[src/rtl/pattern_peak_hold_pkg.sv]
// Shared definitions for the CFEB pattern path: field widths, pattern field
// slices, the peak-hold FSM encoding and the pattern ranking helper.
package pattern_peak_hold_pkg;

  localparam int MXPATB = 7;
  localparam int MXHITB = 3;
  localparam int MXPIDB = 4;
  localparam int MXKEYB = 5;

  localparam int HIT_MSB  = 6;
  localparam int HIT_LSB  = 4;
  localparam int PID_MSB  = 3;
  localparam int PID_LSB  = 0;
  localparam int RANK_MSB = 6;
  localparam int RANK_LSB = 1;

  typedef enum logic [1:0] {
    IDLE  = 2'd0,
    DRIFT = 2'd1,
    FIRE  = 2'd2,
    DEAD  = 2'd3
  } state_t;

  // Rank drops the ID lsb (bend direction) so both bends of a pattern tie.
  function automatic logic pat_better(input logic [MXPATB-1:0] a,
                                      input logic [MXPATB-1:0] b);
    return a[RANK_MSB:RANK_LSB] > b[RANK_MSB:RANK_LSB];
  endfunction

endpackage

[src/rtl/pattern_peak_hold.sv]
// Holds the best qualifying CFEB pattern over a drift window, fires a one-cycle
// CLCT candidate strobe, then blocks new candidates for a programmable dead time.
module pattern_peak_hold
  import pattern_peak_hold_pkg::*;
#(
  parameter int MXDRIFT = 2,
  parameter int MXDEAD  = 4,
  parameter int MXCNT   = 16
) (
  input  logic               clock,
  input  logic               reset_n,
  input  logic [MXPATB-1:0]  best_pat,
  input  logic [MXKEYB-1:0]  best_key,
  input  logic [MXHITB-1:0]  hit_thresh,
  input  logic [MXPIDB-1:0]  pid_thresh,
  input  logic [MXDRIFT-1:0] drift_delay,
  input  logic [MXDEAD-1:0]  dead_time,
  input  logic               cnt_clear,
  output logic               clct_vld,
  output logic [MXPATB-1:0]  clct_pat,
  output logic [MXKEYB-1:0]  clct_key,
  output logic               busy,
  output logic [MXCNT-1:0]   fire_cnt
);

  state_t              r_state;
  logic [MXPATB-1:0]   r_hold_pat;
  logic [MXKEYB-1:0]   r_hold_key;
  logic [MXDRIFT-1:0]  r_drift_cnt;
  logic [MXDEAD-1:0]   r_dead_cnt;
  logic                r_clct_vld;
  logic [MXPATB-1:0]   r_clct_pat;
  logic [MXKEYB-1:0]   r_clct_key;
  logic                r_busy;
  logic [MXCNT-1:0]    r_fire_cnt;

  logic                w_qualify;
  logic                w_replace;
  logic [MXPATB-1:0]   w_cand_pat;
  logic [MXKEYB-1:0]   w_cand_key;

  assign w_qualify  = (best_pat[HIT_MSB:HIT_LSB] >= hit_thresh) &&
                      (best_pat[PID_MSB:PID_LSB] >= pid_thresh);
  assign w_replace  = w_qualify && pat_better(best_pat, r_hold_pat);
  // Candidate including this cycle's input, so the last drift cycle can still win.
  assign w_cand_pat = w_replace ? best_pat : r_hold_pat;
  assign w_cand_key = w_replace ? best_key : r_hold_key;

  always_ff @(posedge clock or negedge reset_n) begin
    if (!reset_n) begin
      r_state     <= IDLE;
      r_hold_pat  <= '0;
      r_hold_key  <= '0;
      r_drift_cnt <= '0;
      r_dead_cnt  <= '0;
      r_clct_vld  <= 1'b0;
      r_clct_pat  <= '0;
      r_clct_key  <= '0;
      r_busy      <= 1'b0;
    end else begin
      r_clct_vld <= 1'b0;
      case (r_state)
        IDLE: begin
          if (w_qualify) begin
            r_hold_pat  <= best_pat;
            r_hold_key  <= best_key;
            r_drift_cnt <= drift_delay;
            r_busy      <= 1'b1;
            r_state     <= DRIFT;
          end
        end
        DRIFT: begin
          r_hold_pat <= w_cand_pat;
          r_hold_key <= w_cand_key;
          if (r_drift_cnt == '0) begin
            r_clct_vld <= 1'b1;
            r_clct_pat <= w_cand_pat;
            r_clct_key <= w_cand_key;
            r_state    <= FIRE;
          end else begin
            r_drift_cnt <= r_drift_cnt - MXDRIFT'(1);
          end
        end
        FIRE: begin
          if (dead_time == '0) begin
            r_busy  <= 1'b0;
            r_state <= IDLE;
          end else begin
            r_dead_cnt <= dead_time;
            r_state    <= DEAD;
          end
        end
        DEAD: begin
          // Leaving on the count of one gives exactly dead_time DEAD cycles.
          if (r_dead_cnt <= MXDEAD'(1)) begin
            r_dead_cnt <= '0;
            r_busy     <= 1'b0;
            r_state    <= IDLE;
          end else begin
            r_dead_cnt <= r_dead_cnt - MXDEAD'(1);
          end
        end
        default: begin
          r_busy  <= 1'b0;
          r_state <= IDLE;
        end
      endcase
    end
  end

  // Clear has priority over the increment from a coincident FIRE cycle.
  always_ff @(posedge clock or negedge reset_n) begin
    if (!reset_n) begin
      r_fire_cnt <= '0;
    end else if (cnt_clear) begin
      r_fire_cnt <= '0;
    end else if ((r_state == FIRE) && (r_fire_cnt != '1)) begin
      r_fire_cnt <= r_fire_cnt + MXCNT'(1);
    end
  end

  assign clct_vld = r_clct_vld;
  assign clct_pat = r_clct_pat;
  assign clct_key = r_clct_key;
  assign busy     = r_busy;
  assign fire_cnt = r_fire_cnt;

endmodule
[config.mk]
export PLATFORM = sky130hd
export DESIGN_NAME = pattern_peak_hold
export DESIGN_NICKNAME = d
export VERILOG_FILES = /design/src/rtl/pattern_peak_hold_pkg.sv /design/src/rtl/pattern_peak_hold.sv
export SDC_FILE = /design/constraint.sdc
export NUM_CORES = 1
export LEC_CHECK = 0
export CAP_MARGIN = 20
export CORE_AREA = 8 8 117 119
export DETAILED_ROUTE_END_ITERATION = 6
export DIE_AREA = 0 0 125 127
export PLACE_DENSITY_LB_ADDON = 0.15
export RECOVER_POWER = 25
export SETUP_SLACK_MARGIN = 0.3
export SYNTH_ARGS = -nofsm -noshare
export SYNTH_HDL_FRONTEND = slang
export SYNTH_SLANG_ARGS = --single-unit
[constraint.sdc]
create_clock -name clock -period 5.9 [get_ports clock]
set_input_delay 1.18 -clock clock [delete_from_list [all_inputs] [get_ports clock]]
set_output_delay 1.18 -clock clock [all_outputs]
set_load 0.005 [all_outputs]
# Yosys cells after proc, flatten, opt, wreduce, memory -nomap -nowiden
# Index checks and enable logic that the tools add are counted.
[op_classes] n_mux=25 n_eq_ne=10 magnitude_cmp=4 addsub=3 reduce_logical=16
[op_table] cell="$mux W16" n=2
[op_table] cell="$add A16 B1 Y16 const B" n=1
[op_table] cell="$ne A16 B16 Y1 const B" n=1
[op_table] cell="$mux W7" n=2
[op_table] cell="$pmux W7 S2" n=1
[op_table] cell="$mux W2" n=6
[op_table] cell="$ne A2 B2 Y1 const B" n=6
[op_table] cell="$mux W5" n=2
[op_table] cell="$pmux W5 S2" n=1
[op_table] cell="$mux W4" n=2
[op_table] cell="$pmux W2 S4" n=1
[op_table] cell="$pmux W4 S2" n=1
[op_table] cell="$gt A6 B6 Y1" n=1
[op_table] cell="$reduce_and A2 Y1" n=3
[op_table] cell="$reduce_and A3 Y1" n=2
[op_table] cell="$reduce_bool A2 Y1" n=3
[op_table] cell="$mux W1" n=5
[op_table] cell="$eq A2 B2 Y1 const B" n=2
[op_table] cell="$ge A4 B4 Y1" n=1
[op_table] cell="$le A4 B1 Y1 const B" n=1
[op_table] cell="$logic_not A2 Y1" n=2
[op_table] cell="$logic_not A4 Y1" n=1
[op_table] cell="$pmux W2 S2" n=1
[op_table] cell="$reduce_and A4 Y1" n=1
[op_table] cell="other kinds (7)" n=9
[totals] regBits=50 in_bits=28 wordCells=68 output_inout_bits=30

# Depth between registers and ports, before layout
# Gate-level depths: netlist of run 1.
[depth] ltp_word=5 ltp_mapped=9 mapped_depth_nobuf=7

# Worst setup path after synthesis of run 1
# Ideal clock, no wire load.
[synth_path] path_type="input-to-reg" start="input best_pat[0]" end="register r_drift_cnt[0]" arrival_time_ns=2.674 stages=9 setup_slack_ns=3.100 t_required_ns=5.774 cell_sequence="inv_1 ha_1 nand2b_1 a2111o_1 and3_1 buf_6 buf_6 a32oi_1 o21ai_1"
[synth_via] elab_chain_len=4
[synth_lines] item="start, declared" line_no="pattern_peak_hold.sv:12" rtl="input logic [MXPATB-1:0] best_pat,"
[synth_lines] item="$ge A4 B4 Y1" line_no="pattern_peak_hold.sv:43" rtl="(best_pat[PID_MSB:PID_LSB] >= pid_thresh);"
[synth_lines] item="$logic_and A1 B1 Y1" line_no="pattern_peak_hold.sv:42" rtl="assign w_qualify = (best_pat[HIT_MSB:HIT_LSB] >= hit_thresh) &&"
[synth_lines] item="$ne A2 B2 Y1 (no line)"
[synth_lines] item="$reduce_and A3 Y1 (no line)"
[synth_lines] item="end signal, assigned" line_no="pattern_peak_hold.sv:67" rtl="r_drift_cnt <= drift_delay;"
[synth_lines] item="end signal, assigned" line_no="pattern_peak_hold.sv:81" rtl="r_drift_cnt <= r_drift_cnt - MXDRIFT'(1);"
[synth_lines] item="end, declared" line_no="pattern_peak_hold.sv:29" rtl="logic [MXDRIFT-1:0] r_drift_cnt;"
# No other way between the ends.
# A chain may end at the register's enable or synchronous reset.

# Worst setup path in the final report of run 1
[layout_path] start="input best_pat[6]" end="register r_hold_pat[0]"
[layout_via] elab_chain_len=5 word_cells_on_any_way=8 cone_classes="2 x order compare; 1 x eq/ne; 2 x mux; 3 x reduce/logical"
[layout_lines] item="parallel branches: the longest is 5 deep, another holds $gt A6 B6 Y1"
[layout_lines] item="end signal, assigned" line_no="pattern_peak_hold.sv:65" rtl="r_hold_pat <= best_pat;"
[layout_lines] item="end signal, assigned" line_no="pattern_peak_hold.sv:73" rtl="r_hold_pat <= w_cand_pat;"
[layout_lines] item="end, declared" line_no="pattern_peak_hold.sv:27" rtl="logic [MXPATB-1:0] r_hold_pat;"
# Parallel ways; which one is timed is not known.

==> metrics.md, run 1 <==
| Metric | Value |
|---|---|
| HP Class | flop to flop |
| Post-DR vias/cell | between 4 and 5 |
| Failing checks | max-capacitance violations, max-slew violations |
| Clock latency on the worst-skew pair | 290 ps |
| # diodes | 0 |
| Layout net count | 392 |
| Met2 usage | 16.0% |
| Crit. path cell count | 8 |
| DP Cell Count | 487 |
| First-pass GRT wire length | 12800 µm |
| Worst hold slack | 513 ps |
| R2r setup slk | 3340 ps |
| Filler Cells Inserted | 1246 |
| Share of layout cells above drive strength 1 | 9.20% |
| DR WL/cell | 15.8 µm |
| Area grow syn2layout | 29.9% |
| Max-slew violations | 51 |
| Post-synth ARST share | 100% |
| GRT Max-Usage Layer | met2 |
| Die height | ~130 µm |
| Sequential area share after synthesis | 43.7% |
| CP Data Required Time | slightly above 6000 ps |
| CTS tree | yes |
| Post-route ant nets | 0 |
| Worst Setup SP | best_pat[6] |
| Dpl hpwl | 5490 µm |
| Status | finished, violations left |
| Min Tclk post-route | 3580 ps |
| Multi-input logic area | 0.00146 mm² |
| Post-Place Worst Slack | around 2000 ps |
| Die W | 125 µm |
| PortBufs | 57 |
| Vias in the first global route | between 2000 and 2500 |
| Largest net degree at the start of global routing | 51 |
| Rel. slew slack | -91.0% |
| Post_cts resized | 0 |
| Peak supply drop | between 100 and 150 µV |
| Max-cap check violation count | 1 |
| Final Non-Filler Cells | 495 |
| CTS H-tree lvls | 2 |
| Die footprint | 0.0159 mm² |
| Grt ovf | 0 |
| Hold_sp | r_hold_key[0]$_DFFE_PN0P_ |
| Io pins | 58 |
| Final period utilization | 60.6% |
| Hold Buf Count CTS | 0 |
| FF-to-FF End | r_hold_pat[0]$_DFFE_PN0P_ |
| RSZ-0062 raised after global routing | false |
| Distinct cells, synth | 52 |
| PwrDens | 407 mW/mm² |
| Gr usage total | 9.81% |
| Starting DRT DRC Count | just over 100 |
| Synthesized cell area | 0.00286 mm² |
| Starting density of the core | 24.2% |
| Post-Syn Area per Cell | 9.77 µm² |
| Worst-Margin Slew | 2860 ps |
| Via Count | 2322 |
| First-pass iteration count of the detailed router | 4 |
| Final Core Density | 31.5% |
| Num CTS Buffers | 5 |
| Max Clk Rate | 280 MHz |
| Postcts setup bufs | 0 |
| Initial antenna violation count | 0 |
| Reg area | 0.00125 mm² |
| Reg clk slew, reported paths | ~70 ps |
| R2R depth | 8 |
| Worst EP arrival | 3750 ps |
| Critical Path End | r_hold_pat[0]$_DFFE_PN0P_ |
| CP Buf/Inv Count | 2 |
| Seq cells post-synth | 50 |
| CTS sink count | 50 |
| CTS root buf | clkbuf_16 |
| Startpoint type of the worst setup path | primary input |
| Ys Warns | 0 |
| # rows | 40 |
| Core Area | 0.0118 mm² |
| EDFF count, synth | 0 |
| WS Path Type | primary input to flop |
| Met3 Use GR | 2.45% |
| Critical Path End Type | flop |
| Crit path max fanout | 13 |
| Drt drc | 0 |
| Critical path's slowest cell | o31ai_2 |
| M1 GR Usage | 12.5% |
| Critical path's largest stage delay | approximately 780 ps |
| Setup ws final | about 2300 ps |
| Pleak | about 1.6 nW |
| Mapped Cells | about 290 |
| CP Cell Sequence | clkdlybuf4s50_1, ha_1, nand4_1, a21oi_2, o31ai_2, a211oi_2, buf_4, mux2_4 |
| Top Family by Delay on Critical Path | compound AO/OA/AOI/OAI gates |
| Placer Congestion | roughly 0.73 |
| Max Clock Skew | approximately 8.2 ps |
| Final Hold Viols | 0 |
| Post-Synthesis Net Count | 338 |
| Setup TNS | 0 ps |
| Predominant post-synthesis flop cell | dfrtp_1 |
| Drt total wl | 7810 µm |
| Final setup vio count | 0 |
| FF-to-FF Start | r_hold_pat[6]$_DFFE_PN0P_ |
| Clock Tree Buf Depth | 2 |
## area by class of cell
cell class	count	area share, %
multi-input cells	209	39.1
well taps	147	4.94
inverters	21	2.12
clock buffers	5	3.36
flip-flops and latches	50	33.6
clock inverters	3	1.21
repair buffers	60	15.6
## where the power goes
part	total, W	switching, W	internal (W)
Combinational	0.000611	0.000303	0.000308
Sequential	0.000569	0.000103	0.000466
Clock	0.000334	0.000134	0.000200
Total	0.00151	0.000540	0.000974
## cells in the final DEF (no fill, tap or decap), drive strengths merged, types with 2 or more instances in the layout
| cell type | instances |
|---|---|
| a211oi | 3 |
| a21o | 2 |
| a21oi | 22 |
| a31oi | 14 |
| and3 | 3 |
| and4 | 2 |
| buf | 2 |
| clkbuf | 7 |
| clkdlybuf4s50 | 56 |
| clkinvlp | 2 |
| dfrtp | 50 |
| ha | 17 |
| inv | 21 |
| mux2 | 11 |
| mux2i | 3 |
| nand2 | 14 |
| nand2b | 3 |
| nand3 | 8 |
| nand4 | 5 |
| nor2 | 33 |
| nor2b | 2 |
| nor3 | 7 |
| nor4 | 4 |
| o211ai | 2 |
| o21ai | 22 |
| o31ai | 2 |
| or2 | 2 |
| xnor2 | 6 |
| xor2 | 8 |
## kinds of logic (layout without fill, tap and decap cells)
logic type / after synthesis / count (layout) / synth area share (%)
xor+xnor: 14 / 14 / 4.28
buf+inv: 34 / 89 / 5.64
fa+ha+maj: 17 / 17 / 7.43
flops: 50 / 50 / 43.7
compound gates: 75 / 75 / 16.3
mux: 14 / 14 / 6.55
simple gates: 89 / 89 / 16.2
## worst min-delay path by stage
stage / end / slack (ps) / cells after the start
floorplan: r_hold_key[4]$_DFFE_PN0P_ / 470 / 1
global placement: r_hold_key[4]$_DFFE_PN0P_ / 490 / 1
detailed placement: r_hold_key[3]$_DFFE_PN0P_ / 490 / 1
CTS: r_hold_key[0]$_DFFE_PN0P_ / 520 / 1
global route: r_hold_key[4]$_DFFE_PN0P_ / 520 / 1
finish: r_hold_key[0]$_DFFE_PN0P_ / 510 / 1
## per-stage QoR
stage          cell area (µm²)  power, W
2_1_floorplan             2860  0.000948
3_3_place_gp              3560   0.00119
3_5_place_dp              3560   0.00119
4_1_cts                   3730   0.00154
5_1_grt                   3720   0.00163
6_report                  3720   0.00151
## worst register-to-register path: stages (launching register included)
cell and delay (ps):
dfrtp_1 370, inv_1 50, ha_1 300, nand4_1 150, a21oi_2 70, o31ai_2 780, a211oi_2 160, buf_4 250
mux2_4 320
## metal layers
metal	vias to the layer above	share of wire [%]
met5	-	0
met1	1125	50
li1	1150	-
met3	4	4.2
met2	43	45
met4	0	0.92
## synthesized netlist by cell type, types with 2 or more instances
library cell / n / area, µm²
mux2i_1: 3 / 30.0
o21ai_1: 3 / 15.0
xor2_1: 8 / 70.1
nor4_2: 2 / 25.0
nand2b_1: 3 / 18.8
o21ai_0: 19 / 95.1
nor4_1: 2 / 12.5
ha_1: 17 / 213
mux2_4: 9 / 135
nand4_1: 4 / 25.0
buf_6: 4 / 45.0
nor3_1: 7 / 35.0
mux2_2: 2 / 22.5
xnor2_1: 6 / 52.6
a211oi_1: 2 / 15.0
nand2_1: 14 / 52.6
and4_1: 2 / 17.5
dfrtp_1: 50 / 1250
a21o_1: 2 / 15.0
nor2b_1: 2 / 12.5
inv_1: 21 / 78.8
a21oi_1: 21 / 105
buf_2: 3 / 15.0
a31oi_1: 14 / 87.6
clkbuf_1: 5 / 18.8
o211ai_1: 2 / 15.0
and3_1: 3 / 18.8
nor2_1: 33 / 124
nand3_1: 7 / 35.0
## flip-flops by register name, indices dropped and copies added, names as in the netlist
signal,count
r_state,2
clct_pat,7
busy,1
clct_vld,1
fire_cnt,16
r_hold_key,5
r_drift_cnt,2
clct_key,5
r_hold_pat,7
r_dead_cnt,4
Note: power is estimated with default switching activity, not from simulation.
==> run 2: changes to the inputs <==
==> constraint.sdc (replaced) <==
create_clock -name clock -period 3.2 [get_ports clock]
set_input_delay 0.64 -clock clock [delete_from_list [all_inputs] [get_ports clock]]
set_output_delay 0.64 -clock clock [all_outputs]
set_load 0.005 [all_outputs]
==> metrics.md, run 2 (same netlist as run 1, synthesis figures left out) <==
| Metric | Value |
|---|---|
| Die height | 127 µm |
| RSZ-0062 raised after global routing | false |
| Startpoint type of the worst setup path | primary input |
| Postcts setup bufs | 0 |
| Max-slew violations | 0 |
| Layout net count | 395 |
| CTS H-tree lvls | 2 |
| WS Path Type | primary input to flop |
| Max Clk Rate | 375 MHz |
| Post_cts resized | 0 |
| Final period utilization | 83.4% |
| # diodes | 0 |
| Drt total wl | 7840 µm |
| Power Total | 0.00273 W |
| Clock latency on the worst-skew pair | 290 ps |
| Worst hold slack | 401 ps |
| Num CTS Buffers | 5 |
| Multi-input logic area | 0.00146 mm² |
| Post-route ant nets | 0 |
| Grt ovf | 0 |
| Clock Tree Buf Depth | 2 |
| Placed inst area | between 0.003 and 0.004 mm² |
| Max reg flops | 16 |
| Dpl hpwl | 5630 µm |
| Critical Path End Type | flop |
| Reg clk slew, reported paths | 70 ps |
| Core Area | 0.0118 mm² |
| Gr usage total | between 10% and 20% |
| Vias in the first global route | 2459 |
| Drt drc | 0 |
| Max Clock Skew | just under 9 ps |
| Setup TNS | 0 ps |
| Worst-Margin Slew | 1000 ps |
| DP Cell Count | 490 |
| First-pass iteration count of the detailed router | 4 |
| Reg area | 0.00125 mm² |
| First-pass GRT wire length | 13000 µm |
| PortBufs | 57 |
| Io pins | 58 |
| HP Class | primary input to async pin |
| Final instance area | 0.00372 mm² |
| Hold Buf Count CTS | 0 |
| Share of layout cells above drive strength 1 | 10.3% |
| Min Tclk post-route | 2670 ps |
| CP Data Required Time | 3370 ps |
| Commonest non-fill, non-tap cell in the layout | clkdlybuf4s50_1 |
| Die footprint | 0.0159 mm² |
| Status | completed |
| Pleak | 1.57 nW |
| CTS tree | yes |
| Starting density of the core | between 20% and 30% |
| CTS root buf | clkbuf_16 |
| Final Hold Viols | 0 |
| Largest net degree at the start of global routing | 39 |
| Filler Cells Inserted | 1267 |
| Die W | 125 µm |
| Peak supply drop | approximately 240 µV |
| Placer Congestion | 0.773 |
| Final Non-Filler Cells | 498 |
| Starting DRT DRC Count | 127 |
| Area grow syn2layout | 30.0% |
| PwrDens | 732 mW/mm² |
| # rows | 40 |
| Rel. slew slack | 33.3% |
| Crit path max fanout | 15 |
| Post-DR vias/cell | 4.75 |
| Max-cap check violation count | 0 |
| Commonest non-fill, non-tap cells in the layout | 56 x clkdlybuf4s50_1, 50 x dfrtp_1, 33 x nor2_1 |
| Via Count | approximately 2400 |
| CTS sink count | 50 |
| Worst EP arrival | roughly 2800 ps |
| DR WL/cell | between 15 and 20 µm |
| Final setup vio count | 0 |
| Initial antenna violation count | 0 |
==> run 2: final cells by class <==
type                       count  area share, %
multi-input combinational    209           39.1
sequential                    50           33.6
timing repair buffer          63           16.3
tap                          147           4.94
clock buffer                   5           3.36
inverter                      21           2.12
clock inverter                 3          0.571
==> run 2: worst paths after layout <==
| kind | end | cells past startpoint | start | slack [ps] |
|---|---|---|---|---|
| max | r_drift_cnt[1]$_DFFE_PN0P_ | 8 | best_pat[0] | 530 |
| min | fire_cnt[9]$_DFFE_PN0P_ | 1 | reset_n | 400 |
| max reg2reg | r_hold_pat[6]$_DFFE_PN0P_ | 8 | r_hold_pat[6]$_DFFE_PN0P_ | 1110 |
| min reg2reg | r_hold_key[1]$_DFFE_PN0P_ | 1 | r_hold_key[1]$_DFFE_PN0P_ | 510 |
| max in group asynchronous | fire_cnt[2]$_DFFE_PN0P_ | 2 | reset_n | 1350 |
| min in group clock | r_hold_key[1]$_DFFE_PN0P_ | 1 | r_hold_key[1]$_DFFE_PN0P_ | 510 |
==> run 2: power breakdown <==
part / leakage [nW] / switching (W) / total [W] / internal, W
logic: 0.883 / 0.000553 / 0.00114 / 0.000587
clock network: 0.0698 / 0.000243 / 0.000534 / 0.000290
registers: 0.622 / 0.000194 / 0.00105 / 0.000858
==> run 2: metal layers <==
layer  vias up  share of wire (%)  track usage (%)
met5         -                  0                0
met4         0               0.96             3.01
met3         6                5.0             2.25
met2        52                 47             16.3
met1      1153                 47             13.0
li1       1153                  -                -
==> run 2: stage by stage <==
| step | util, % | setup slack, ps |
|---|---|---|
| final | 31.5 | 531 |
| after global placement | 30.3 | 226 |
| after detailed placement | 30.3 | 216 |
| after global routing | 31.5 | 419 |
| after CTS | 31.6 | 531 |
| after floorplan | - | 940 |
==> run 2: worst max-delay path: stages <==
cell and delay, ps:
clkdlybuf4s50_1 530, inv_1 60, ha_1 280, nand2b_1 140, a2111o_1 430, and3_1 400, a211oi_1 290, a211oi_1 70
